<file path="config.mk">
export PLATFORM = sky130hd
export DESIGN_NAME = buyruk_getir_flat
export DESIGN_NICKNAME = d
export VERILOG_FILES = /design/src/rtl/buyruk_getir_if.sv /design/src/rtl/buyruk_getir.sv /design/src/flat_wrapper.sv
export SDC_FILE = /design/constraint.sdc
export NUM_CORES = 1
export LEC_CHECK = 0
export CORE_UTILIZATION = 50
export DETAILED_ROUTE_END_ITERATION = 16
export DONT_BUFFER_PORTS = 1
export PLACE_DENSITY = 0.66
export SLEW_MARGIN = 5
export SYNTH_ARGS = -nofsm -noshare
export SYNTH_HDL_FRONTEND = slang
export SYNTH_SLANG_ARGS = --single-unit
</file>
<file path="constraint.sdc">
create_clock -name clk -period 3.6 [get_ports clk]
set_input_delay 0 -clock clk [delete_from_list [all_inputs] [get_ports clk]]
set_output_delay 0 -clock clk [all_outputs]
set_load 0.1 [all_outputs]
</file>
<file path="src/rtl/buyruk_getir_if.sv">
// Decode-side handshake of the fetch unit: head of the fetch FIFO plus the
// decode accept signal.
interface buyruk_getir_if;
    logic        buyruk_gecerli;
    logic [31:0] buyruk;
    logic [31:0] buyruk_pc;
    logic        buyruk_hazir;

    modport master (
        output buyruk_gecerli,
        output buyruk,
        output buyruk_pc,
        input  buyruk_hazir
    );

    modport slave (
        input  buyruk_gecerli,
        input  buyruk,
        input  buyruk_pc,
        output buyruk_hazir
    );
endinterface

</file>
<file path="src/rtl/buyruk_getir.sv">
// Instruction fetch unit: drives a 1-cycle-latency instruction memory, buffers
// fetched words in a 2-entry FIFO and hands {pc, instruction} to decode.
module buyruk_getir #(
    parameter logic [31:0] BASLANGIC_ADRESI = 32'h0000_0000
) (
    input  logic          clk,
    input  logic          rst,
    output logic [31:0]   bellek_adres,
    input  logic [31:0]   bellek_veri,
    input  logic          dallan_gecerli,
    input  logic [31:0]   dallan_adres,
    buyruk_getir_if.master cikis,
    output logic          hizasiz_hata
);

    logic [31:0] istek_pc_reg;
    logic [31:0] ucus_pc_reg;
    logic        ucus_reg;
    logic [1:0]  sayac_reg;
    logic        yaz_ptr_reg;
    logic        oku_ptr_reg;
    logic        hata_reg;
    logic [31:0] fifo_pc_reg     [2];
    logic [31:0] fifo_buyruk_reg [2];

    logic        gecerli;
    logic        pop;
    logic        push;
    logic        issue;
    logic [2:0]  doluluk;

    assign gecerli = (sayac_reg != 2'd0);
    assign pop     = gecerli & cikis.buyruk_hazir;
    assign push    = ucus_reg & ~dallan_gecerli;

    // Credit check: words already buffered plus the one in flight, minus the one
    // leaving now, must leave room for the word this cycle's read will return.
    assign doluluk = {1'b0, sayac_reg} + {2'b00, ucus_reg} - {2'b00, pop};
    assign issue   = ~dallan_gecerli & (doluluk < 3'd2);

    always_ff @(posedge clk or negedge rst) begin
        if (!rst) begin
            istek_pc_reg <= BASLANGIC_ADRESI;
            ucus_pc_reg  <= 32'h0;
            ucus_reg     <= 1'b0;
            sayac_reg    <= 2'd0;
            yaz_ptr_reg  <= 1'b0;
            oku_ptr_reg  <= 1'b0;
            hata_reg     <= 1'b0;
        end else if (dallan_gecerli) begin
            // Redirect discards the in-flight read and everything buffered.
            istek_pc_reg <= {dallan_adres[31:2], 2'b00};
            ucus_reg     <= 1'b0;
            sayac_reg    <= 2'd0;
            yaz_ptr_reg  <= 1'b0;
            oku_ptr_reg  <= 1'b0;
            if (dallan_adres[1:0] != 2'b00) begin
                hata_reg <= 1'b1;
            end
        end else begin
            ucus_reg  <= issue;
            sayac_reg <= sayac_reg + {1'b0, push} - {1'b0, pop};
            if (issue) begin
                ucus_pc_reg  <= istek_pc_reg;
                istek_pc_reg <= istek_pc_reg + 32'd4;
            end
            if (push) begin
                yaz_ptr_reg <= ~yaz_ptr_reg;
            end
            if (pop) begin
                oku_ptr_reg <= ~oku_ptr_reg;
            end
        end
    end

    generate
        for (genvar gi = 0; gi < 2; gi++) begin : g_fifo
            always_ff @(posedge clk or negedge rst) begin
                if (!rst) begin
                    fifo_pc_reg[gi]     <= 32'h0;
                    fifo_buyruk_reg[gi] <= 32'h0;
                end else if (push && (yaz_ptr_reg == 1'(gi))) begin
                    fifo_pc_reg[gi]     <= ucus_pc_reg;
                    fifo_buyruk_reg[gi] <= bellek_veri;
                end
            end
        end
    endgenerate

    assign bellek_adres         = istek_pc_reg;
    assign cikis.buyruk_gecerli = gecerli;
    assign cikis.buyruk         = fifo_buyruk_reg[oku_ptr_reg];
    assign cikis.buyruk_pc      = fifo_pc_reg[oku_ptr_reg];
    assign hizasiz_hata         = hata_reg;

endmodule

</file>
<file path="src/flat_wrapper.sv">
// flat-port wrapper written by rule: the top's interface ports become plain ports
module buyruk_getir_flat 
#(
    parameter logic [31:0] BASLANGIC_ADRESI = 32'h0000_0000
)
  (clk, rst, bellek_adres, bellek_veri, dallan_gecerli, dallan_adres, hizasiz_hata, cikis_buyruk_gecerli, cikis_buyruk, cikis_buyruk_pc, cikis_buyruk_hazir);
  buyruk_getir_if cikis_i ();
  input  logic clk;
  input  logic rst;
  output logic [31:0] bellek_adres;
  input  logic [31:0] bellek_veri;
  input  logic dallan_gecerli;
  input  logic [31:0] dallan_adres;
  output logic hizasiz_hata;
  output wire logic [$bits(cikis_i.buyruk_gecerli)-1:0] cikis_buyruk_gecerli;
  output wire logic [$bits(cikis_i.buyruk)-1:0] cikis_buyruk;
  output wire logic [$bits(cikis_i.buyruk_pc)-1:0] cikis_buyruk_pc;
  input wire logic [$bits(cikis_i.buyruk_hazir)-1:0] cikis_buyruk_hazir;
  assign cikis_buyruk_gecerli = cikis_i.buyruk_gecerli;
  assign cikis_buyruk = cikis_i.buyruk;
  assign cikis_buyruk_pc = cikis_i.buyruk_pc;
  assign cikis_i.buyruk_hazir = cikis_buyruk_hazir;
  buyruk_getir #(.BASLANGIC_ADRESI(BASLANGIC_ADRESI)) u_core (.clk(clk), .rst(rst), .bellek_adres(bellek_adres), .bellek_veri(bellek_veri), .dallan_gecerli(dallan_gecerli), .dallan_adres(dallan_adres), .cikis(cikis_i), .hizasiz_hata(hizasiz_hata));
endmodule
</file>
==> impl_metrics.toml, run 1 <==
[die]
start_util = 0.519
die_w_um = 134
dieArea_mm2 = 0.0180
rows = 47
chipHeight_um = 134
core_mm2 = 0.0168
io_pins = 166

[global_route]
grt_max_degree = 191
overflow = 0
antenna_found_initial = 0
grt_usage = 0.223
grt_pass1_wl_mm = 31.1
grt_pass1_vias = 5991

[logic_synthesis]
ys.flop_type = "dfrtp_1"
synth_area_per_cell_um2 = 13.3
synth_seq_cells = 190
synth.distinct_cells = 48
netlist_area_mm2 = 0.00872
yosysSeqAreaShare = 0.545
synth_edf_count = 0
netlist_instances = 658
synthArstFlopShare = 1.00
yosys_warnings = 0

[clock_tree]
cts_setup_buffers = 0
clock_path_buffers = 2
root_buffer = "clkbuf_16"
cts_sinks = 190
htreeDepth = 4
clk_pin_slew_ns = 0.07
cts_tree = "yes"
clk_latency_ns = 0.43
cts-buffers-inserted = 17
hold_buffers = 67

[sta]
finalSetupViolations = 0
skew_ns = 0.0108
slew_headroom = 0.277
tns_ns = 0
fmax_mhz = 308
tightest_slew_ns = 1.08
rsz0062_at_grt = "false"
drv_slew = 0
hold-worst-slack_ns = -0.729
hold_violations = 190
min_period_ns = 3.25
min_period_over_period = 0.902

[placement]
gp_congestion = 0.805
portBuffers = 0
hpwlAfterDp_mm = 12.6

[run_status]
status = "finished, violations left"
failed_checks = "negative hold slack"

[final_layout]
area_delta_synth_final_pct = 18.5
nNetsFinal = 812
drive_above_1_share = 0.390
final_common_cell = "mux2_2"
mostFrequentLayoutCells = "mux2_2, dfrtp_1, dlygate4sd3_1, buf_4, nand2_1"
antenna_cells = 0
largest_reg_flops = 64

[drt]
drt_pass1_iterations = 4
antenna_left = 0
totalWireLength_mm = 19.4
wl_per_cell_um = 19.9
vias = 5551
drc = 0
avgViaCountPerCell = 5.71
drt-initial-drc-count = 176

[setup_path]
required_ns = 3.95
crit_type = "reg -> reg"
cp_cell_sequence = "or2_2 -> and2_1 -> ha_1 -> nand2b_1 -> fa_1 -> and2_1 -> nand2_1 -> or4_1 -> a31oi_1"
slowest_stage = "fa_1"
timing.critical_path.mode_cell = "and2_1"
worst-path-buf-inv = 0
critPathArrivalTime_ns = 3.59
slowest_delay_ns = 0.60
cp-end-kind = "flop"
crit_family = "simple AND/OR/NAND/NOR gates"
cp_max_fo = 11
cp-start-kind = "flop"

[run]
maxCapViolCount = 0

[worst_hold_path]
hp-class = "in -> async"
==> per-stage QoR <==
| step | hold WS [ns] | instances | cell area [µm²] | setup WS, ns | util |
|---|---|---|---|---|---|
| 2_1_floorplan | -0.296 | 661 | 8740 | 0.203 | - |
| 3_3_place_gp | -0.291 | 873 | 9070 | 0.464 | 0.539 |
| 3_5_place_dp | -0.291 | 873 | 9070 | 0.354 | 0.539 |
| 4_1_cts | -0.751 | 972 | 10300 | 0.340 | 0.614 |
| 5_1_grt | -0.756 | 972 | 10300 | 0.142 | 0.614 |
| 6_report | -0.729 | 972 | 10300 | 0.352 | 0.614 |
==> worst register-to-register path, cell delays in order, from the launching register on <==
cell      delay, ns
dfrtp_1        0.39
or2_2          0.32
and2_1         0.21
ha_1           0.27
nand2b_1       0.15
fa_1           0.60
and2_1         0.25
nand2_1        0.26
or4_1          0.55
a31oi_1        0.17
==> Yosys cell counts, types with 2 or more instances <==
cell type,instances,area share
mux2_2,215,0.28
nand2_1,25,0.011
or4_1,19,0.016
nor2_1,19,0.0082
buf_6,2,0.0026
nor4_1,3,0.0022
and3_1,6,0.0043
buf_1,3,0.0013
buf_2,11,0.0063
xnor2_1,7,0.0070
nand3_1,18,0.010
nand4_2,2,0.0029
nor3_1,2,0.0011
a221oi_1,4,0.0040
a21oi_1,2,0.0011
nand2b_1,2,0.0014
buf_4,5,0.0043
and2_1,6,0.0043
nand4_1,9,0.0065
dfrtp_1,190,0.54
o21a_1,3,0.0026
a31oi_1,13,0.0093
inv_1,7,0.0030
clkbuf_1,18,0.0077
xor2_1,7,0.0070
nor2b_1,6,0.0043
a311o_1,2,0.0023
o21ai_0,19,0.011
o31ai_1,11,0.0095
ha_1,4,0.0057
==> per-layer routing <==
layer / GRT usage / up-vias / wire [µm]
met3: 0.0627 / 13 / 1230
li1: - / 2554 / -
met5: 0 / - / 0
met2: 0.388 / 150 / 9860
met1: 0.272 / 2834 / 8120
met4: 0.0587 / 0 / 182
==> worst paths after layout <==
| check | cells after the start | start | to | slack [ns] |
|---|---|---|---|---|
| hold / removal | 0 | rst | u_core.fifo_buyruk_reg[33]$_DFFE_PN0P_ | -0.73 |
| setup reg to reg | 9 | u_core.sayac_reg[0]$_DFF_PN0_ | u_core.bellek_adres[24]$_DFFE_PN0P_ | 0.35 |
| hold reg to reg | 1 | u_core.fifo_pc_reg[61]$_DFFE_PN0P_ | u_core.fifo_pc_reg[61]$_DFFE_PN0P_ | 0.50 |
| setup / recovery | 9 | u_core.sayac_reg[0]$_DFF_PN0_ | u_core.bellek_adres[24]$_DFFE_PN0P_ | 0.35 |
| max in group asynchronous | 0 | rst | u_core.oku_ptr_reg$_DFFE_PN0P_ | 4.07 |
| min in group clk | 3 | dallan_gecerli | u_core.sayac_reg[0]$_DFF_PN0_ | 0.06 |
==> kinds of logic after synthesis <==
group,count (synthesis),share of synthesized area
DFF,190,0.545
AOI/OAI and AO/OA,56,0.0416
and+or+nand+nor,128,0.0833
xor gates and xnor gates,15,0.0172
other,1,0.000430
muxes,216,0.279
adders and majority gates,5,0.00803
buffers and inverters,47,0.0258
==> cell type report <==
cell class / count / area (µm²)
tap: 220 / 275
inverter: 7 / 26.3
sequential: 190 / 4760
clock inverter: 13 / 129
timing repair buffer: 99 / 921
clock buffer: 19 / 453
multi-input combinational: 424 / 3770
fill: 1306 / 6480
==> repair_timing <==
action                                  CTS  global route
endpoints found under the hold margin   289           190
endpoints found under the setup margin    0             0
gates resized for setup                   0             0
Power of run 1 is left out: the tool's default activity adds up to more than one toggle a clock period on the data nets, which glitch-free logic cannot reach.
==> run 2, diff against run 1 <==
--- a/config.mk
+++ b/config.mk
@@ -5,10 +5,11 @@
 export SDC_FILE = /design/constraint.sdc
 export NUM_CORES = 1
 export LEC_CHECK = 0
-export CORE_UTILIZATION = 50
+export CORE_UTILIZATION = 35
+export CTS_BUF_LIST = sky130_fd_sc_hd__clkbuf_8 sky130_fd_sc_hd__clkbuf_16
 export DETAILED_ROUTE_END_ITERATION = 16
 export DONT_BUFFER_PORTS = 1
-export PLACE_DENSITY = 0.66
+export PLACE_DENSITY = 0.5
 export SLEW_MARGIN = 5
 export SYNTH_ARGS = -nofsm -noshare
 export SYNTH_HDL_FRONTEND = slang
==> run 2 against run 1 <==
Compared with the run above: the flow still finishes with violations (negative hold slack); register-to-register slack got worse by 0.06 ns; first-iteration DRC count is 22% higher; via count rose by 0.20%; non-clock buffer count unchanged; setup slack worse by 0.062 ns; critical path type unchanged.
==> impl_metrics.toml, run 2 (synthesis gave the netlist of run 1 again) <==
[final_layout]
area_delta_synth_final_pct = 19.8
nNetsFinal = 812
drive_above_1_share = 0.386
mostFrequentLayoutCells = "mux2_2, dfrtp_1, dlygate4sd3_1, buf_4, nand2_1"
multi_input_area_mm2 = 0.00377
final_common_cell = "mux2_2"
largest_reg_flops = 64
fill_cells = 2293
ff_latch_area_mm2 = 0.00476

[die]
chipHeight_um = 160
die_w_um = 160
dieArea_mm2 = 0.0256
rows = 57
start_util = 0.358
io_pins = 166
core_mm2 = 0.0244

[setup_path]
r2r-start = "u_core.sayac_reg[0]$_DFF_PN0_"
cp-startpoint = "u_core.sayac_reg[0]$_DFF_PN0_"
required_ns = 3.95
cp-end-kind = "flop"
slowest_stage = "fa_1"
worst-path-buf-inv = 0
cp-start-kind = "flop"
critPathArrivalTime_ns = 3.66
crit_type = "reg -> reg"
cp_cell_sequence = "or2_2 -> and2_1 -> ha_1 -> nand2b_1 -> fa_1 -> and3_1 -> nand4_1 -> or4_1 -> a31oi_1"
crit_family = "simple AND/OR/NAND/NOR gates"
cp_max_fo = 6
slowest_delay_ns = 0.62

[clock_tree]
htreeDepth = 4
cts_sinks = 190
clk_latency_ns = 0.43
cts-buffers-inserted = 17
cts_setup_buffers = 0
cts_tree = "yes"
cts_resized = 0
root_buffer = "clkbuf_16"
clock_path_buffers = 2
hold_buffers = 67
clk_pin_slew_ns = 0.07

[run_status]
failed_checks = "negative hold slack"
status = "finished, violations left"

[sta]
finalSetupViolations = 0
min_period_over_period = 0.920
fin_ws_ns = 0.289
tns_ns = 0
hold_violations = 190
rsz0062_at_grt = "false"
fmax_mhz = 302
drv_slew = 0
skew_ns = 0.0128
min_period_ns = 3.31
hold-worst-slack_ns = -0.740
slew_headroom = 0.266
tightest_slew_ns = 1.10

[global_route]
grt_usage = 0.167
antenna_found_initial = 2
grt_max_degree = 191
grt_pass1_vias = 6004
grt_pass1_wl_mm = 33.4
overflow = 0

[placement]
gp_congestion = 0.759
hpwlAfterDp_mm = 13.3
portBuffers = 0
place_ws_ns = 0.307

[drt]
avgViaCountPerCell = 5.16
antenna_left = 0
drc = 0
drt-initial-drc-count = 215
totalWireLength_mm = 20.6
drt_pass1_iterations = 4
vias = 5562
wl_per_cell_um = 19.1

[worst_hold_path]
hp-class = "in -> async"

[run]
maxCapViolCount = 0
-- run 2: changes by cell type in the layout (fill, tap and decap cells not counted), moves of 2 or more --
| cell | delta |
|---|---|
| clkinv_2 | -2 |
| clkinv_4 | -2 |
| inv_1 | +3 |
| inv_8 | -2 |
| buf_12 | +2 |
| clkinvlp_4 | +4 |
| buf_4 | -2 |
-- run 2: area by class of cell --
class,count,share of cell area
Sequential cell,190,0.455
Multi-Input combinational cell,424,0.361
Timing Repair Buffer,99,0.0905
Clock buffer,19,0.0433
Tap cell,324,0.0388
Clock inverter,13,0.00862
Inverter,7,0.00251
Antenna cell,1,0.000239
-- run 2: layer usage --
layer,global-route usage,share of wire,up-vias
li1,-,-,2558
met1,0.212,0.44,2830
met2,0.272,0.47,151
met3,0.0501,0.064,23
met4,0.0532,0.017,0
met5,0,0,-
-- run 2: worst paths after layout --
kind,to,slack [ns],depth (start not counted)
setup / recovery,u_core.bellek_adres[25]$_DFFE_PN0P_,0.29,9
hold / removal,u_core.fifo_buyruk_reg[1]$_DFFE_PN0P_,-0.74,0
setup reg to reg,u_core.bellek_adres[25]$_DFFE_PN0P_,0.29,9
hold reg to reg,u_core.fifo_buyruk_reg[36]$_DFFE_PN0P_,0.50,1
max in group asynchronous,u_core.oku_ptr_reg$_DFFE_PN0P_,3.95,0
min in group clk,u_core.bellek_adres[13]$_DFFE_PN0P_,0.04,3
-- run 2: through the flow --
step | instance area [µm²] | utilization | hold WS [ns] | std cells
after floorplan | 8740 | - | -0.296 | 661
after global placement | 9230 | 0.378 | -0.290 | 977
after detailed placement | 9230 | 0.378 | -0.292 | 977
after CTS | 10500 | 0.429 | -0.757 | 1076
after global routing | 10500 | 0.429 | -0.769 | 1077
final | 10500 | 0.429 | -0.740 | 1077
Power of run 2 is left out for the same reason.
